[src/rtl/countdown_timer_p.sv]
// Minute/second timer core: single-clock prescaler enable, button edge detection,
// count-down / count-up-to-target modes, terminal DONE state and BCD display outputs.
module countdown_timer_p #(
  parameter int unsigned TICK_COUNT = 50000000,
  parameter int unsigned MIN_MAX    = 99
) (
  input  logic       clock,
  input  logic       reset,
  input  logic       start,
  input  logic       pause,
  input  logic       stop,
  input  logic       up_mode,
  input  logic [6:0] min,
  input  logic [6:0] sec,
  output logic [1:0] state,
  output logic       done,
  output logic       tick,
  output logic [6:0] min_left,
  output logic [5:0] sec_left,
  output logic [7:0] min_bcd,
  output logic [7:0] sec_bcd
);

  localparam int unsigned PW = (TICK_COUNT > 1) ? $clog2(TICK_COUNT) : 1;
  localparam logic [PW-1:0] PRESC_LAST = PW'(TICK_COUNT - 1);
  localparam logic [6:0] MIN_SAT = 7'(MIN_MAX);

  typedef enum logic [1:0] {
    S_IDLE  = 2'b00,
    S_RUN   = 2'b01,
    S_PAUSE = 2'b10,
    S_DONE  = 2'b11
  } state_e;

  state_e        state_q, state_d;
  logic [PW-1:0] presc_q, presc_d;
  logic [6:0]    min_q, min_d;
  logic [5:0]    sec_q, sec_d;
  logic [6:0]    tmin_q, tmin_d;
  logic [5:0]    tsec_q, tsec_d;
  logic          mode_q, mode_d;
  logic [2:0]    btn_q, btn_d;

  logic       start_ev, pause_ev, stop_ev;
  logic [6:0] min_sat, step_min;
  logic [5:0] sec_sat, step_sec;
  logic       wrap, at_term;

  function automatic logic [7:0] to_bcd(input logic [6:0] v);
    return {4'(v / 7'd10), 4'(v % 7'd10)};
  endfunction

  // btn_q is {stop, pause, start}
  assign btn_d    = {stop, pause, start};
  assign start_ev = start & ~btn_q[0];
  assign pause_ev = pause & ~btn_q[1];
  assign stop_ev  = stop  & ~btn_q[2];

  assign min_sat = (min > MIN_SAT) ? MIN_SAT : min;
  assign sec_sat = (sec > 7'd59) ? 6'd59 : sec[5:0];
  assign wrap    = (presc_q == PRESC_LAST);

  always_comb begin
    step_min = min_q;
    step_sec = sec_q;
    if (mode_q) begin
      if (sec_q < 6'd59) begin
        step_sec = sec_q + 6'd1;
      end else begin
        step_sec = '0;
        step_min = min_q + 7'd1;
      end
    end else begin
      if (sec_q != '0) begin
        step_sec = sec_q - 6'd1;
      end else begin
        step_sec = 6'd59;
        step_min = min_q - 7'd1;
      end
    end
  end

  assign at_term = mode_q ? ((step_min == tmin_q) && (step_sec == tsec_q))
                          : ((step_min == '0) && (step_sec == '0));

  always_ff @(posedge clock or negedge reset) begin
    if (!reset) begin
      state_q <= S_IDLE;
      presc_q <= '0;
      min_q   <= '0;
      sec_q   <= '0;
      tmin_q  <= '0;
      tsec_q  <= '0;
      mode_q  <= 1'b0;
      btn_q   <= '0;
    end else begin
      state_q <= state_d;
      presc_q <= presc_d;
      min_q   <= min_d;
      sec_q   <= sec_d;
      tmin_q  <= tmin_d;
      tsec_q  <= tsec_d;
      mode_q  <= mode_d;
      btn_q   <= btn_d;
    end
  end

  always_comb begin
    state_d = state_q;
    presc_d = presc_q;
    min_d   = min_q;
    sec_d   = sec_q;
    tmin_d  = tmin_q;
    tsec_d  = tsec_q;
    mode_d  = mode_q;
    unique case (state_q)
      S_IDLE: begin
        tmin_d  = min_sat;
        tsec_d  = sec_sat;
        mode_d  = up_mode;
        presc_d = '0;
        min_d   = up_mode ? '0 : min_sat;
        sec_d   = up_mode ? '0 : sec_sat;
        // Both modes start already terminal exactly when the preset is 0:00.
        if (start_ev && !stop_ev)
          state_d = ((min_sat == '0) && (sec_sat == '0)) ? S_DONE : S_RUN;
      end
      S_RUN: begin
        presc_d = wrap ? '0 : presc_q + 1'b1;
        if (wrap) begin
          min_d = step_min;
          sec_d = step_sec;
        end
        if (stop_ev) begin
          state_d = S_IDLE;
          presc_d = '0;
        end else if (wrap && at_term) begin
          state_d = S_DONE;
        end else if (pause_ev) begin
          state_d = S_PAUSE;
        end
      end
      S_PAUSE: begin
        if (stop_ev) begin
          state_d = S_IDLE;
          presc_d = '0;
        end else if (pause_ev || start_ev) begin
          state_d = S_RUN;
        end
      end
      S_DONE: begin
        if (stop_ev || start_ev) begin
          state_d = S_IDLE;
          presc_d = '0;
        end
      end
      default: state_d = S_IDLE;
    endcase
  end

  always_comb begin
    state    = state_q;
    done     = (state_q == S_DONE);
    tick     = (state_q == S_RUN) && wrap;
    min_left = min_q;
    sec_left = sec_q;
    min_bcd  = to_bcd(min_q);
    sec_bcd  = to_bcd({1'b0, sec_q});
  end

endmodule

[config.mk]
export PLATFORM = sky130hd
export DESIGN_NAME = countdown_timer_p
export DESIGN_NICKNAME = d
export VERILOG_FILES = /design/src/rtl/countdown_timer_p.sv
export SDC_FILE = /design/constraint.sdc
export NUM_CORES = 1
export LEC_CHECK = 0
export CAP_MARGIN = 20
export CELL_PAD_IN_SITES_DETAIL_PLACEMENT = 1
export CELL_PAD_IN_SITES_GLOBAL_PLACEMENT = 2
export CORE_UTILIZATION = 33
export CTS_CLUSTER_DIAMETER = 60
export CTS_CLUSTER_SIZE = 30
export DETAILED_ROUTE_END_ITERATION = 8
export GPL_TIMING_DRIVEN = 1
export HOLD_SLACK_MARGIN = 0.03
export PLACE_DENSITY_LB_ADDON = 0.1
export SETUP_SLACK_MARGIN = 0.2
export SKIP_CTS_REPAIR_TIMING = 1
export SLEW_MARGIN = 20
export SYNTH_ARGS = -nofsm -noshare
export SYNTH_HDL_FRONTEND = slang
export SYNTH_SLANG_ARGS = --single-unit
[constraint.sdc]
create_clock -name clock -period 4.35 [get_ports clock]
set_input_delay 0.87 -clock clock [delete_from_list [all_inputs] [get_ports clock]]
set_output_delay 0.87 -clock clock [all_outputs]
set_load 0.005 [all_outputs]
Yosys cells after proc, flatten, opt, wreduce, memory -nomap -nowiden
Index checks and enable logic that the tools add are counted.
{ "word_totals": {"in_bits": 20, "out_inout_bits": 33, "reg_bits": 58} }
{ "op_classes": {"mux": 29, "n_bitwise": 6, "add_sub_neg": 5, "n_reduce_logical": 19, "n_eq_ne": 12, "n_div": 4, "order_cmp": 3} }
{ "ops": {"columns": ["operator", "n"], "rows": [
  ["$mux 26", 4],
  ["$pmux 26 s4", 1],
  ["$mux 7", 6],
  ["$mux 6", 6],
  ["$add 26x1->26 const B", 1],
  ["$eq 26x26->1 const B", 1],
  ["$mux 2", 8],
  ["$logic_not 7->1", 2],
  ["$pmux 7 s2", 1],
  ["$logic_not 6->1", 2],
  ["$pmux 6 s2", 1],
  ["$pmux 2 s4", 1],
  ["$add 7x1->7 const B", 1],
  ["$div 6x4->7 const B", 1],
  ["$div 7x4->7 const B", 1],
  ["$eq 7x7->1", 1],
  ["$gt 7x6->1 const B", 1],
  ["$gt 7x7->1 const B", 1],
  ["$mod 6x4->7 const B", 1],
  ["$mod 7x4->7 const B", 1],
  ["$sub 7x1->7 const B", 1],
  ["$add 6x1->6 const B", 1],
  ["$eq 6x6->1", 1],
  ["$logic_and 1x1->1", 6],
  ["other kinds (18)", 27]
]} }

Longest topological paths before layout
{ "logic_depth": {"word_depth": 10, "mapped_depth": 14, "ltp_nobuf": 12} }

Worst setup path before layout
No wires, ideal clock.
{ "synth_path": {"path_kind": "reg2out", "startpoint": "reg min_q[4], in the netlist min_left[4]", "endpoint": "out min_bcd[2]", "path_buffers": 2, "arrival_ns": 2.813, "stages_incl_launch_ff": 15, "path_slack_ns": 0.667, "cell_sequence": "dfrtp_1 > clkbuf_1 > nor3b_1 > o311ai_0 > nand2_1 > xnor2_1 > ha_1 > clkbuf_1 > inv_1 > o21ai_0 > o22ai_1 > nand2_1 > o311ai_0 > o21ai_0 > mux2i_1"} }
{ "synth_between": {"elab_chain_len": 1} }
{ "synth_lines": {"columns": ["element", "line_no", "source"], "rows": [
  ["start, declared", "37", "logic [6:0] min_q, min_d;"],
  ["start signal, assigned", "99", "min_q <= min_d;"],
  ["$mod 7x4->7", "50", "return {4'(v / 7'd10), 4'(v % 7'd10)};"],
  ["end, declared", "20", "output logic [7:0] min_bcd,"]
]} }
Every way passes these cells.

Worst setup path in the final report
{ "layout_path": {"startpoint": "reg sec_q[3], in the netlist sec_left[3]", "endpoint": "out sec_bcd[2]"} }
{ "layout_between": {"elab_chain_len": 1} }
{ "layout_lines": {"columns": ["element", "line_no", "source"], "rows": [
  ["start, declared", "38", "logic [5:0] sec_q, sec_d;"],
  ["start signal, assigned", "91", "sec_q <= '0;"],
  ["start signal, assigned", "100", "sec_q <= sec_d;"],
  ["$mod 6x4->7", "50", null],
  ["end, declared", "21", "output logic [7:0] sec_bcd"]
]} }
Every way passes these cells.

==> flow_summary.toml <==
[layout]
fin_util_pct = 43.6
antennaDiodeCount = 0
syn_to_final_growth_pct = 26.6
drive_gt1_share_pct = 11.7
nNetsFinal = 652

[yosys]
yosys_warnings = 0
synth_top_area_share_pct = 32.8
synth_nets = 595
synth_largest_area_cell = "dfrtp_1"
syn_avg_cell_area_um2 = 7.85
synthesis.area_um2 = 4430
synth-adder-area-share_pct = 3.11
yosys.area_share.simple_pct = 26.4
ys_seq_area_share_pct = 32.8
synthCells = 564
synthArstFlopShare_pct = 100
synth.distinct_cells = 67
ys_ff_latch = 58
synth_area_leaders = "dfrtp_1 (33%), o21ai_0 (5.4%), nand2_1 (5.1%)"
synth_top_family_by_area = "simple AND/OR/NAND/NOR gates"
synth_edf_count = 0
synth-compound-area-share_pct = 24.4
ys.flop_type = "dfrtp_1"
synth_most_common_cell = "nand2_1"
synth_xor_area_share_pct = 7.34
synth_common_cells = "nand2_1 (60), dfrtp_1 (58), nor2_1 (53), o21ai_0 (48), a21oi_1 (37)"
muxShareOfSynthArea_pct = 0.706

[critical_path]
cp_top_family = "compound AO/OA/AOI/OAI gates"
crit_chain = "nor2_2 -> o21ai_0 -> a22o_1 -> xnor2_2 -> ha_2 -> buf_4 -> o22ai_1 -> a221oi_2 -> a31oi_2 -> mux2i_1 -> clkdlybuf4s50_1"
worstSetupPathType = "register to output port"
start_kind = "register"
worstSetupEndpointType = "output port"
rr_startpoint = "sec_left[1]"
cp_slowest_cell = "clkdlybuf4s50_1"
critPathMaxFanout = 6
max_stage_delay_ns = 0.52
crit_buf_inv = 2
ff2ff_setup_slack_ns = 1.00
rr_worst_depth = 9
cp.arrival_ns = 3.11
r2r-end = "state[1]"
required_ns = 3.48

[worst_hold_path]
min_from = "presc_q[6]"
min_to = "presc_q[6]"
hold_path.class = "register to register"
holdPathStages = 1

[cts]
cts_made_buffers = 9
cts_tree = "built"
clkSlewWorstSetupHoldPaths_ns = 0.05
cts.htree.levels = 3
ctsRootBufferMaster = "clkbuf_16"
clk_path_buf_depth = 2
clock-sinks = 58
clk_latency_ns = 0.33

[power_and_ir_drop]
p_leak_nw = 2.28
netSwitchingFraction_pct = 42.7
power_switching_w = 0.00186
peakVddDrop_mv = 0.232
p_int_w = 0.00250
p_clk_share_pct = 16.2
power_density_nw_per_um2 = 777
pwr-share-comb_pct = 63.9
sequentialPowerShare_pct = 19.9

[sta]
drv_slew = 0
maxSlewHeadroom_pct = 43.8
worst_pin_slew_ns = 0.843
setup_violations = 0
timing.fmax_ghz = 0.251
fin_crit_ns = 3.98
finalHoldViolCount = 0
min_period_over_period_pct = 91.6
setup_ws_ns = 0.367
grt_setup_unrepaired = "false"
worst_clock_skew_ns = 0.00622
whs_ns = 0.501

[global_routing]
grt_max_degree = 36
antenna_found_initial = 0
track_usage_pct = 21.6
grt_remaining_overflow = 0
grt_pass1_vias = 4578
grt_pass1_wl_mm = 23.8

[floorplanning]
start_util_pct = 34.4
ios = 53
num_rows = 41
die_height_um = 118
die_w_um = 118
core_area_um2 = 12900
die_area_um2 = 13900

[place]
pre_cts_slack_ns = -0.0407
post-dp-hpwl_mm = 10.8
place_congestion = 0.835
port_buffers = 51

[route]
via_per_inst = 5.63
drtIter0Drc = 217
ant_nets = 0
vias = 4496
drc = 0
routedWlPerCell_um = 18.2
drt-total-wl_mm = 14.6
dr.pass1.iters = 4

[run]
drv_cap = 0

[outcome]
status = "completed"
area by class of cell:
class	instances	area (µm²)
Sequential cell	58	1460
Timing Repair Buffer	83	754
Fill cell	1531	7270
Clock buffer	15	298
Multi-Input combinational cell	448	2800
Inverter	21	78.8
Tap cell	172	215
Clock inverter	1	5.00
logic make-up after synthesis:
family	after synthesis
fa+ha+maj	11
xor+xnor	34
compound gates	166
other cells	1
flops	58
mux	3
buf+inv	58
simple gates	233
registers in the layout, summed over array words and instances, names as in the netlist:
| signal | flops |
|---|---|
| mode_q | 1 |
| tsec_q | 6 |
| tmin_q | 7 |
| min_left | 7 |
| sec_left | 6 |
| presc_q | 26 |
| state | 2 |
| btn_q | 3 |
per-layer routing:
metal  part of all wire, %  wire length (µm)  vias up  global-route usage (%)
met1                    45              6600     2217                    28.0
met2                    49              7210       91                    35.8
met4                   1.5               213        0                    7.13
met3                   3.7               537       20                    4.12
li1                      -                 -     2168                       -
met5                     0                 0        -                       0
power groups by stage:
stage | Clock (W) | Combinational, W | Sequential, W
finish | 0.000705 | 0.00279 | 0.000866
global route | 0.000747 | 0.00307 | 0.000889
CTS | 0.000725 | 0.00258 | 0.000862
detailed placement | 0 | 0.00257 | 0.000872
global placement | 0 | 0.00253 | 0.000861
floorplan | 0 | 0.00157 | 0.000806
through the flow:
| step | instance area (µm²) | setup TNS (ns) | std cells | power [W] |
|---|---|---|---|---|
| CTS | 5460 | -1.07 | 788 | 0.00417 |
| floorplan | 4430 | 0 | 564 | 0.00238 |
| global placement | 5160 | 0 | 772 | 0.00339 |
| global route | 5610 | 0 | 798 | 0.00470 |
| finish | 5610 | 0 | 798 | 0.00436 |
| detailed placement | 5160 | -0.0407 | 772 | 0.00344 |
worst reg2reg max path, cell delays in order, from the launching register on:
cell	delay (ns)
dfrtp_1	0.46
inv_1	0.21
ha_1	0.33
or3b_1	0.42
or3_1	0.39
a22oi_1	0.49
xnor3_1	0.29
nor4_1	0.30
nand4_1	0.20
a21oi_1	0.19
worst max path at each step:
stage,to,startpoint,slack [ns],cells after the start
floorplan,min_bcd[2],min_left[4],0.67,14
global placement,min_bcd[2],min_left[6],0.05,13
detailed placement,min_bcd[2],min_left[6],-0.04,13
CTS,min_bcd[2],min_left[6],-0.41,13
global route,sec_bcd[2],sec_left[3],0.09,11
finish,sec_bcd[2],sec_left[3],0.37,11
cell usage in the layout (no fill, tap or decap), types with 4 or more instances in the layout:
master,synthesis,layout
nand2_1,60,60
dfrtp_1,58,54
nor2_1,53,52
clkdlybuf4s50_1,0,47
o21ai_0,48,46
a21oi_1,37,37
buf_4,3,30
nand3_1,29,29
inv_1,20,19
xor2_1,18,18
a31oi_1,14,13
or3_1,13,13
xnor2_1,14,12
nor3_1,11,10
nand4_1,9,9
ha_1,11,9
clkbuf_16,0,9
nor2b_1,9,8
nor4_1,8,8
a211oi_1,8,8
and3_1,8,8
a22o_1,7,7
o22ai_1,7,7
nand2b_1,6,6
and4_1,5,5
a211o_1,5,5
clkbuf_8,0,5
or2_2,4,4
nor4b_1,4,4
and2_1,4,4
o21a_1,4,4
dfrtp_2,0,4
(Power assumes the default switching activity.)
